$ cat src/rtl/UART_pkg.sv
// UART_pkg: shared UART state encodings for the receiver, transmitter and tx arbiter.
package UART_pkg;

   typedef enum logic [1:0] {IDLE, START, WAIT_BUSY, WAIT_DONE} arb_state_t;
   typedef enum logic [1:0] {RX_IDLE, RX_START, RX_DATA, RX_STOP} rx_state_t;
   typedef enum logic [1:0] {TX_IDLE, TX_START, TX_DATA, TX_STOP} tx_state_t;

endpackage

$ cat src/rtl/rr_pick.sv
// rr_pick: combinational round-robin search, first valid index above last_grant with wrap.
module rr_pick #(
   parameter int N = 3,
   localparam int W = $clog2(N)
) (
   input  logic [N-1:0] valid,
   input  logic [W-1:0] last_grant,
   output logic [W-1:0] win,
   output logic         any_valid
);

   logic [W-1:0] idx;

   // scan from farthest to nearest so the nearest valid index is written last
   always_comb begin
      win = '0;
      idx = '0;
      for (int i = N; i >= 1; i--) begin
         idx = W'((int'(last_grant) + i) % N);
         if (valid[idx]) win = idx;
      end
   end

   assign any_valid = |valid;

endmodule

$ cat src/rtl/uart_tx_arbiter.sv
// uart_tx_arbiter: round-robin sharing of one UART transmitter among NUM_REQ byte sources,
// with a busy-rise watchdog that raises a sticky err_timeout.
module uart_tx_arbiter
   import UART_pkg::*;
#(
   parameter int NUM_REQ      = 3,
   parameter int BUSY_TIMEOUT = 16,
   localparam int GW = $clog2(NUM_REQ)
) (
   input  logic                    clk,
   input  logic                    rst,
   input  logic [NUM_REQ-1:0]      req_valid,
   input  logic [NUM_REQ-1:0][7:0] req_data,
   output logic [NUM_REQ-1:0]      req_ready,
   output logic [7:0]              Tx_Data,
   output logic                    tx_send,
   input  logic                    tx_busy,
   output logic [GW-1:0]           grant_id,
   output logic                    err_timeout,
   output arb_state_t              Arb_state_out
);

   localparam int CW = $clog2(BUSY_TIMEOUT + 1);

   arb_state_t    state;
   logic [GW-1:0] last_grant;
   logic [GW-1:0] win;
   logic          any;
   logic [CW-1:0] cnt;
   logic          accept;

   rr_pick #(.N(NUM_REQ)) u_pick (
      .valid      (req_valid),
      .last_grant (last_grant),
      .win        (win),
      .any_valid  (any)
   );

   // rst gates the grant so req_ready is low for the whole reset interval
   assign accept = rst && state == IDLE && any && !tx_busy;

   always_comb begin
      req_ready = '0;
      if (accept) req_ready[win] = 1'b1;
   end

   assign Arb_state_out = state;

   always_ff @(posedge clk or negedge rst) begin
      if (!rst) begin
         state       <= IDLE;
         tx_send     <= 1'b0;
         Tx_Data     <= 8'h00;
         grant_id    <= '0;
         last_grant  <= GW'(NUM_REQ - 1);
         err_timeout <= 1'b0;
         cnt         <= '0;
      end else begin
         case (state)
            IDLE: if (accept) begin
               Tx_Data    <= req_data[win];
               grant_id   <= win;
               last_grant <= win;
               tx_send    <= 1'b1;
               state      <= START;
            end
            START: begin
               tx_send <= 1'b0;
               cnt     <= '0;
               state   <= WAIT_BUSY;
            end
            WAIT_BUSY: if (tx_busy) begin
               cnt   <= '0;
               state <= WAIT_DONE;
            end else begin
               cnt <= (cnt == CW'(BUSY_TIMEOUT)) ? cnt : cnt + 1'b1;
               if (cnt == CW'(BUSY_TIMEOUT - 1)) begin
                  err_timeout <= 1'b1;
                  state       <= IDLE;
               end
            end
            WAIT_DONE: if (!tx_busy) state <= IDLE;
            default: state <= IDLE;
         endcase
      end
   end

endmodule

$ cat config.mk
export PLATFORM = sky130hd
export DESIGN_NAME = uart_tx_arbiter
export DESIGN_NICKNAME = d
export VERILOG_FILES = /design/src/rtl/UART_pkg.sv /design/src/rtl/rr_pick.sv /design/src/rtl/uart_tx_arbiter.sv
export SDC_FILE = /design/constraint.sdc
export NUM_CORES = 1
export LEC_CHECK = 0
export ABC_AREA = 0
export BUFFER_PORTS_ARGS = -buffer_cell sky130_fd_sc_hd__buf_2
export CAP_MARGIN = 20
export CORE_ASPECT_RATIO = 1.4
export CORE_MARGIN = 3
export CORE_UTILIZATION = 49
export DETAILED_ROUTE_END_ITERATION = 6
export PLACE_DENSITY = 0.88
export SETUP_SLACK_MARGIN = 0.5
export SLEW_MARGIN = 10
export SYNTH_ARGS = -nofsm -noshare
export SYNTH_HDL_FRONTEND = slang
export SYNTH_HIERARCHICAL = 1
export SYNTH_SLANG_ARGS = --single-unit
$ cat constraint.sdc
create_clock -name clk -period 2.9 [get_ports clk]
set_input_delay 0.58 -clock clk [delete_from_list [all_inputs] [get_ports clk]]
set_output_delay 0.58 -clock clk [all_outputs]
set_load 0.01 [all_outputs]
==> flow_metrics.env, run 1 <==
export IMPL_hold_ws_ns=0.260
export IMPL_grt_use_total=0.225
export IMPL_final_common_cell="buf_2"
export IMPL_slowest_stage="dfstp_2"
export IMPL_crit_path_end_kind="output pin"
export IMPL_diodes=0
export IMPL_syn_inst=125
export IMPL_rsz0062_at_grt="true"
export IMPL_cts_tree="built"
export IMPL_path_common_cell="buf_6"
export IMPL_crit_required_ns=2.32
export IMPL_max_freq_ghz=0.363
export IMPL_dp_final_hpwl_um=2580
export IMPL_setup_tns_ns=0
export IMPL_fp_dieArea_um2=3440
export IMPL_status="completed"
export IMPL_p_total_w=0.00177
export IMPL_io_buffers=46
export IMPL_reg2reg_slack_ns=0.42
export IMPL_ys_top_cells_by_area="dfrtp_1, mux2i_1, ha_1"
export IMPL_crit_start="last_grant[1]"
export IMPL_wire_per_inst_um=17.9
export IMPL_most_common_layout_cells="buf_2, dfrtp_1, buf_4, o2bb2ai_1"
export IMPL_slew_viol_final=0
export IMPL_wl_um=3860
export IMPL_grt_pass1_vias=1237
export IMPL_ys_seq_elements=20
export IMPL_drive_gt1_frac=0.495
export IMPL_cap_violations=0
export IMPL_die_height_um=68.3
export IMPL_power_density_nw_per_um2=961
export IMPL_synthFlopType="dfrtp_1"
export IMPL_drc=0
export IMPL_syn_cell_area_um2=1360
export IMPL_hold_viol=0
export IMPL_synth_seq_area_share=0.370
export IMPL_root_buffer="clkbuf_4"
export IMPL_nets=219
export IMPL_peakVddDrop_uv=518
export IMPL_period_share=0.951
export IMPL_async_reset_ff_frac=1.00
export IMPL_rows=21
export IMPL_r2r_cells=11
export IMPL_grt_first_pass_wirelength_um=5860
export IMPL_grt_max_degree=21
export IMPL_critPathCapture="req_ready[0]"
export IMPL_h_tree_depth=1
export IMPL_synth_edff_count=0
export IMPL_worstPathCellList="ha_4 > nor2b_4 > o221ai_2 > o311ai_2 > buf_6 > buf_6 > nor3b_2 > buf_2"
export IMPL_place_area_um2=1610
export IMPL_ioPinCount=47
export IMPL_synthesis_nets=161
export IMPL_cts_reportedPaths_clkPinSlew_ns=0.11
export IMPL_cp_start_kind="register"
export IMPL_start_util=0.538
export IMPL_skew_ns=0.00179
export IMPL_vias=1271
export IMPL_hold_buffers=0
export IMPL_slowest_delay_ns=0.58
export IMPL_drtAntennaViolNets=0
export IMPL_place_congestion=0.852
export IMPL_area_growth_syn_to_layout_pct=35.9
export IMPL_syn_area_per_cell_um2=10.9
export IMPL_clkSinkCount=20
export IMPL_fillCellCount=172
export IMPL_leakagePower_nw=0.896
export IMPL_fp_dieW_um=50.5
export IMPL_synth_distinct_cells=47
export IMPL_reg2reg_to="Tx_Data[4]"
export IMPL_synth_top_area_cell="dfrtp_1"
export IMPL_critPathArrivalTime_ns=2.18
export IMPL_antenna_found_initial=0
export IMPL_grt_ovfl_total=0
export IMPL_tightestPinTransition_ns=0.372
export IMPL_criticalPathCategory="register to output pin"
export IMPL_critPathMaxFanout=6
export IMPL_hp_class="primary input to asynchronous set/reset pin"
export IMPL_first_pass_iters=4
export IMPL_synth_top_area_share=0.351
export IMPL_slew_headroom=0.751
export IMPL_vias_per_cell=5.88
export IMPL_clk_path_buf_depth=2
export IMPL_fin_area_um2=1840
export IMPL_drt_iter0_markers=58
export IMPL_r2r_start="last_grant[1]"
export IMPL_ys_warn_count=6
export IMPL_core_area_um2=2520
export IMPL_cts_made_buffers=3
export IMPL_layout_min_cycle_time_ns=2.76
export IMPL_setup_viol=0
export IMPL_clk_latency_ns=0.29
synthesized netlist by cell type (2+ instances only):
| cell | number |
|---|---|
| dfrtp_1 | 19 |
| mux2i_1 | 8 |
| o2bb2ai_1 | 8 |
| inv_1 | 7 |
| ha_1 | 6 |
| mux2_1 | 6 |
| mux2_4 | 5 |
| o21ai_0 | 5 |
| nand3_1 | 4 |
| nor2b_1 | 4 |
| o21ai_1 | 4 |
| buf_4 | 3 |
| nand2b_1 | 3 |
| a21o_1 | 2 |
| a221oi_1 | 2 |
| and2b_1 | 2 |
| and3b_1 | 2 |
| buf_2 | 2 |
| buf_6 | 2 |
| nand2_1 | 2 |
| nand3b_1 | 2 |
| nor2_1 | 2 |
critical path: cells and delay by family (launching register included):
family,cells,cell delay (ns)
flip-flops,1,0.58
buffers and inverters,3,0.42
AO/OA/AOI/OAI,2,0.34
AND/OR/NAND/NOR,2,0.31
adder cells (fa/ha/maj),1,0.22
cell families after synthesis:
kind of cell / share of synthesized area
compound gates: 0.161
mux: 0.164
buf+inv: 0.0655
simple gates: 0.185
flops: 0.370
fa+ha+maj: 0.0553
where the power goes:
| part | switching [W] | internal, W |
|---|---|---|
| combinational | 0.000529 | 0.000623 |
| sequential | 0.0000972 | 0.000386 |
| clock | 0.0000830 | 0.0000535 |
area by class of cell:
class,instances,area [um2],share of cell area
multi-input combinational,89,857,0.465
sequential,20,503,0.273
timing repair buffer,62,388,0.210
tap,34,42.5,0.0231
clock buffer,4,26.3,0.0143
inverter,7,26.3,0.0143
through the flow:
step,instances,setup WS [ns],util
CTS,214,0.229,0.703
global placement,200,0.510,0.638
floorplan,125,0.516,-
global route,216,0.0625,0.731
finish,216,0.143,0.731
detailed placement,200,0.415,0.638
worst min path at each step:
stage	slack [ns]	startpoint	endpoint	cells past startpoint
2_1_floorplan	0.28	rst	Arb_state_out[0]	0
4_1_cts	0.27	rst	err_timeout	2
3_3_place_gp	0.45	err_timeout	err_timeout	1
6_report	0.26	rst	Arb_state_out[0]	2
5_1_grt	0.26	rst	Tx_Data[4]	2
3_5_place_dp	0.46	err_timeout	err_timeout	1
sequential cells by signal, summed over array words and instances, names as in the netlist:
register and flops:
cnt 5, tx_send 1, Arb_state_out 2, last_grant 1, grant_id 2, err_timeout 1
Tx_Data 8
per-layer routing:
| metal | GRT usage | part of all wire | wire [um] | up-vias |
|---|---|---|---|---|
| li1 | - | - | - | 581 |
| met1 | 0.246 | 0.37 | 1410 | 623 |
| met2 | 0.423 | 0.56 | 2180 | 53 |
| met3 | 0.0327 | 0.041 | 160 | 14 |
| met4 | 0.108 | 0.030 | 114 | 0 |
| met5 | 0 | 0 | 0 | - |
repair_timing:
item	4_1_cts	5_1_grt
cloned	0	1
setup endpoints to repair	11	11
pin swaps	4	7
gates resized for setup	16	8
setup buffers	10	1
Power figures use the tool's default switching activity.
==> inputs of run 2 (changes only) <==
CORE_MARGIN = 5   (was 3)
==> run 2 against run 1 <==
Against the previous run: critical path depth unchanged; worst hold slack worse by 0.020 ns; design area up 0.34%; utilization down 3.1 points; critical path type unchanged; highest routed layer unchanged; critical endpoint is now req_ready[2]; die area up 14%; sequential share of layout area down 0.16 points.
==> flow_metrics.env, run 2 (same netlist as run 1, synthesis figures left out) <==
export IMPL_tightestPinTransition_ns=0.410
export IMPL_cp_start_kind="register"
export IMPL_clkSinkCount=20
export IMPL_layout_min_cycle_time_ns=2.68
export IMPL_cts_tree="built"
export IMPL_die_height_um=72.3
export IMPL_power_density_nw_per_um2=957
export IMPL_hold_viol=0
export IMPL_clockPowerShare=0.090
export IMPL_vias=1199
export IMPL_status="completed"
export IMPL_wl_um=3760
export IMPL_cts_reportedPaths_clkPinSlew_ns=0.11
export IMPL_drtAntennaViolNets=0
export IMPL_grt_first_pass_wirelength_um=5290
export IMPL_max_freq_ghz=0.372
export IMPL_cts_made_buffers=3
export IMPL_slew_viol_final=0
export IMPL_switching_share=0.403
export IMPL_crit_required_ns=2.32
export IMPL_regMostFlops="Tx_Data"
export IMPL_criticalPathCategory="register to output pin"
export IMPL_nets=218
export IMPL_place_congestion=0.898
export IMPL_root_buffer="clkbuf_4"
export IMPL_final_common_cell="buf_2"
export IMPL_io_buffers=46
export IMPL_vias_per_cell=5.53
export IMPL_grt_ovfl_total=0
export IMPL_most_common_layout_cells="buf_2, dfrtp_1, buf_4, o2bb2ai_1, mux2_4"
export IMPL_wire_per_inst_um=17.3
export IMPL_p_switching_w=0.000714
export IMPL_h_tree_depth=1
export IMPL_grt_use_total=0.178
export IMPL_drive_gt1_frac=0.514
export IMPL_p_int_w=0.00106
export IMPL_clk_path_buf_depth=2
export IMPL_dp_final_hpwl_um=2690
export IMPL_place_area_um2=1620
export IMPL_hold_buffers=0
export IMPL_antenna_found_initial=0
export IMPL_peakVddDrop_uv=566
export IMPL_crit_path_end_kind="output pin"
export IMPL_ioPinCount=47
export IMPL_p_seq_frac=0.277
export IMPL_setup_tns_ns=0
export IMPL_fin_ws_ns=0.215
export IMPL_area_growth_syn_to_layout_pct=36.3
export IMPL_slew_headroom=0.726
export IMPL_rows=22
export IMPL_grt_max_degree=21
export IMPL_drt_iter0_markers=34
export IMPL_skew_ns=0.00403
export IMPL_hp_class="primary input to asynchronous set/reset pin"
export IMPL_fp_dieW_um=54.5
export IMPL_start_util=0.513
export IMPL_p_total_w=0.00177
export IMPL_hold_ws_ns=0.240
export IMPL_place_worst_setup_slack_ns=0.346
export IMPL_comb_power_share=0.633
export IMPL_leakagePower_nw=0.899
export IMPL_clk_latency_ns=0.30
export IMPL_grt_pass1_vias=1197
export IMPL_period_share=0.926
export IMPL_top_regs="Tx_Data: 8 flops, cnt: 5 flops"
export IMPL_diodes=0
export IMPL_critPathArrivalTime_ns=2.10
export IMPL_core_area_um2=2640
export IMPL_fin_area_um2=1850
export IMPL_drc=0
export IMPL_critPathMaxFanout=4
export IMPL_fp_dieArea_um2=3940
export IMPL_setup_viol=0
export IMPL_first_pass_iters=4
export IMPL_rsz0062_at_grt="true"
export IMPL_cap_violations=0
export IMPL_largest_reg_flops=8
[run 2: changes by cell type in the layout (fill, tap and decap cells not counted), sizes merged]
| cell | previous run | this run |
|---|---|---|
| clkbuf | 5 | 4 |
[run 2: worst max-delay path, stage by stage, from the launching register on]
cell	delay [ns]
dfstp_2	0.60
inv_4	0.06
ha_4	0.15
and2b_1	0.20
o21ai_2	0.06
a221oi_2	0.25
buf_4	0.18
and3b_1	0.16
buf_2	0.13
[run 2: area by class of cell]
| type | count | area (um2) |
|---|---|---|
| multi-input combinational | 89 | 880 |
| sequential | 20 | 502 |
| clock buffer | 4 | 36.3 |
| fill | 205 | 793 |
| inverter | 7 | 28.8 |
| tap | 36 | 45.0 |
| timing repair buffer | 61 | 358 |
[run 2: final timing paths]
check	end	slack, ns	cells past startpoint	from
setup reg to reg	Tx_Data[3]	0.45	11	last_grant[1]
min in group clk	err_timeout	0.49	1	err_timeout
max in group asynchronous	last_grant[1]	2.40	2	rst
hold / removal	Tx_Data[4]	0.24	2	rst
hold reg to reg	err_timeout	0.49	1	err_timeout
setup / recovery	req_ready[2]	0.22	8	last_grant[1]
[run 2: power by group through the flow]
stage | sequential (W) | clock (W) | combinational [W]
2_1_floorplan | 0.000491 | 0 | 0.000576
6_report | 0.000490 | 0.000160 | 0.00112
5_1_grt | 0.000504 | 0.000171 | 0.00119
3_5_place_dp | 0.000489 | 0 | 0.000812
3_3_place_gp | 0.000477 | 0 | 0.000771
4_1_cts | 0.000484 | 0.000162 | 0.000968
[run 2: metrics by stage]
step                      instances  utilization
after global routing            217        0.700
after CTS                       213        0.670
final                           217        0.700
after floorplan                 125            -
after global placement          203        0.613
after detailed placement        203        0.613
[run 2: metal layers]
layer / up-vias / global-route usage / share of wire
met1: 574 / 0.209 / 0.39
met2: 44 / 0.324 / 0.55
met5: - / 0 / 0
met4: 0 / 0.0526 / 0.010
met3: 6 / 0.0226 / 0.048
li1: 575 / - / -
[run 2: timing repair]
| action | in CTS | in global routing |
|---|---|---|
| setup endpoints to repair | 11 | 11 |
| setup buffers | 6 | 4 |
| resized for setup | 16 | 12 |
| pin swaps | 4 | 11 |
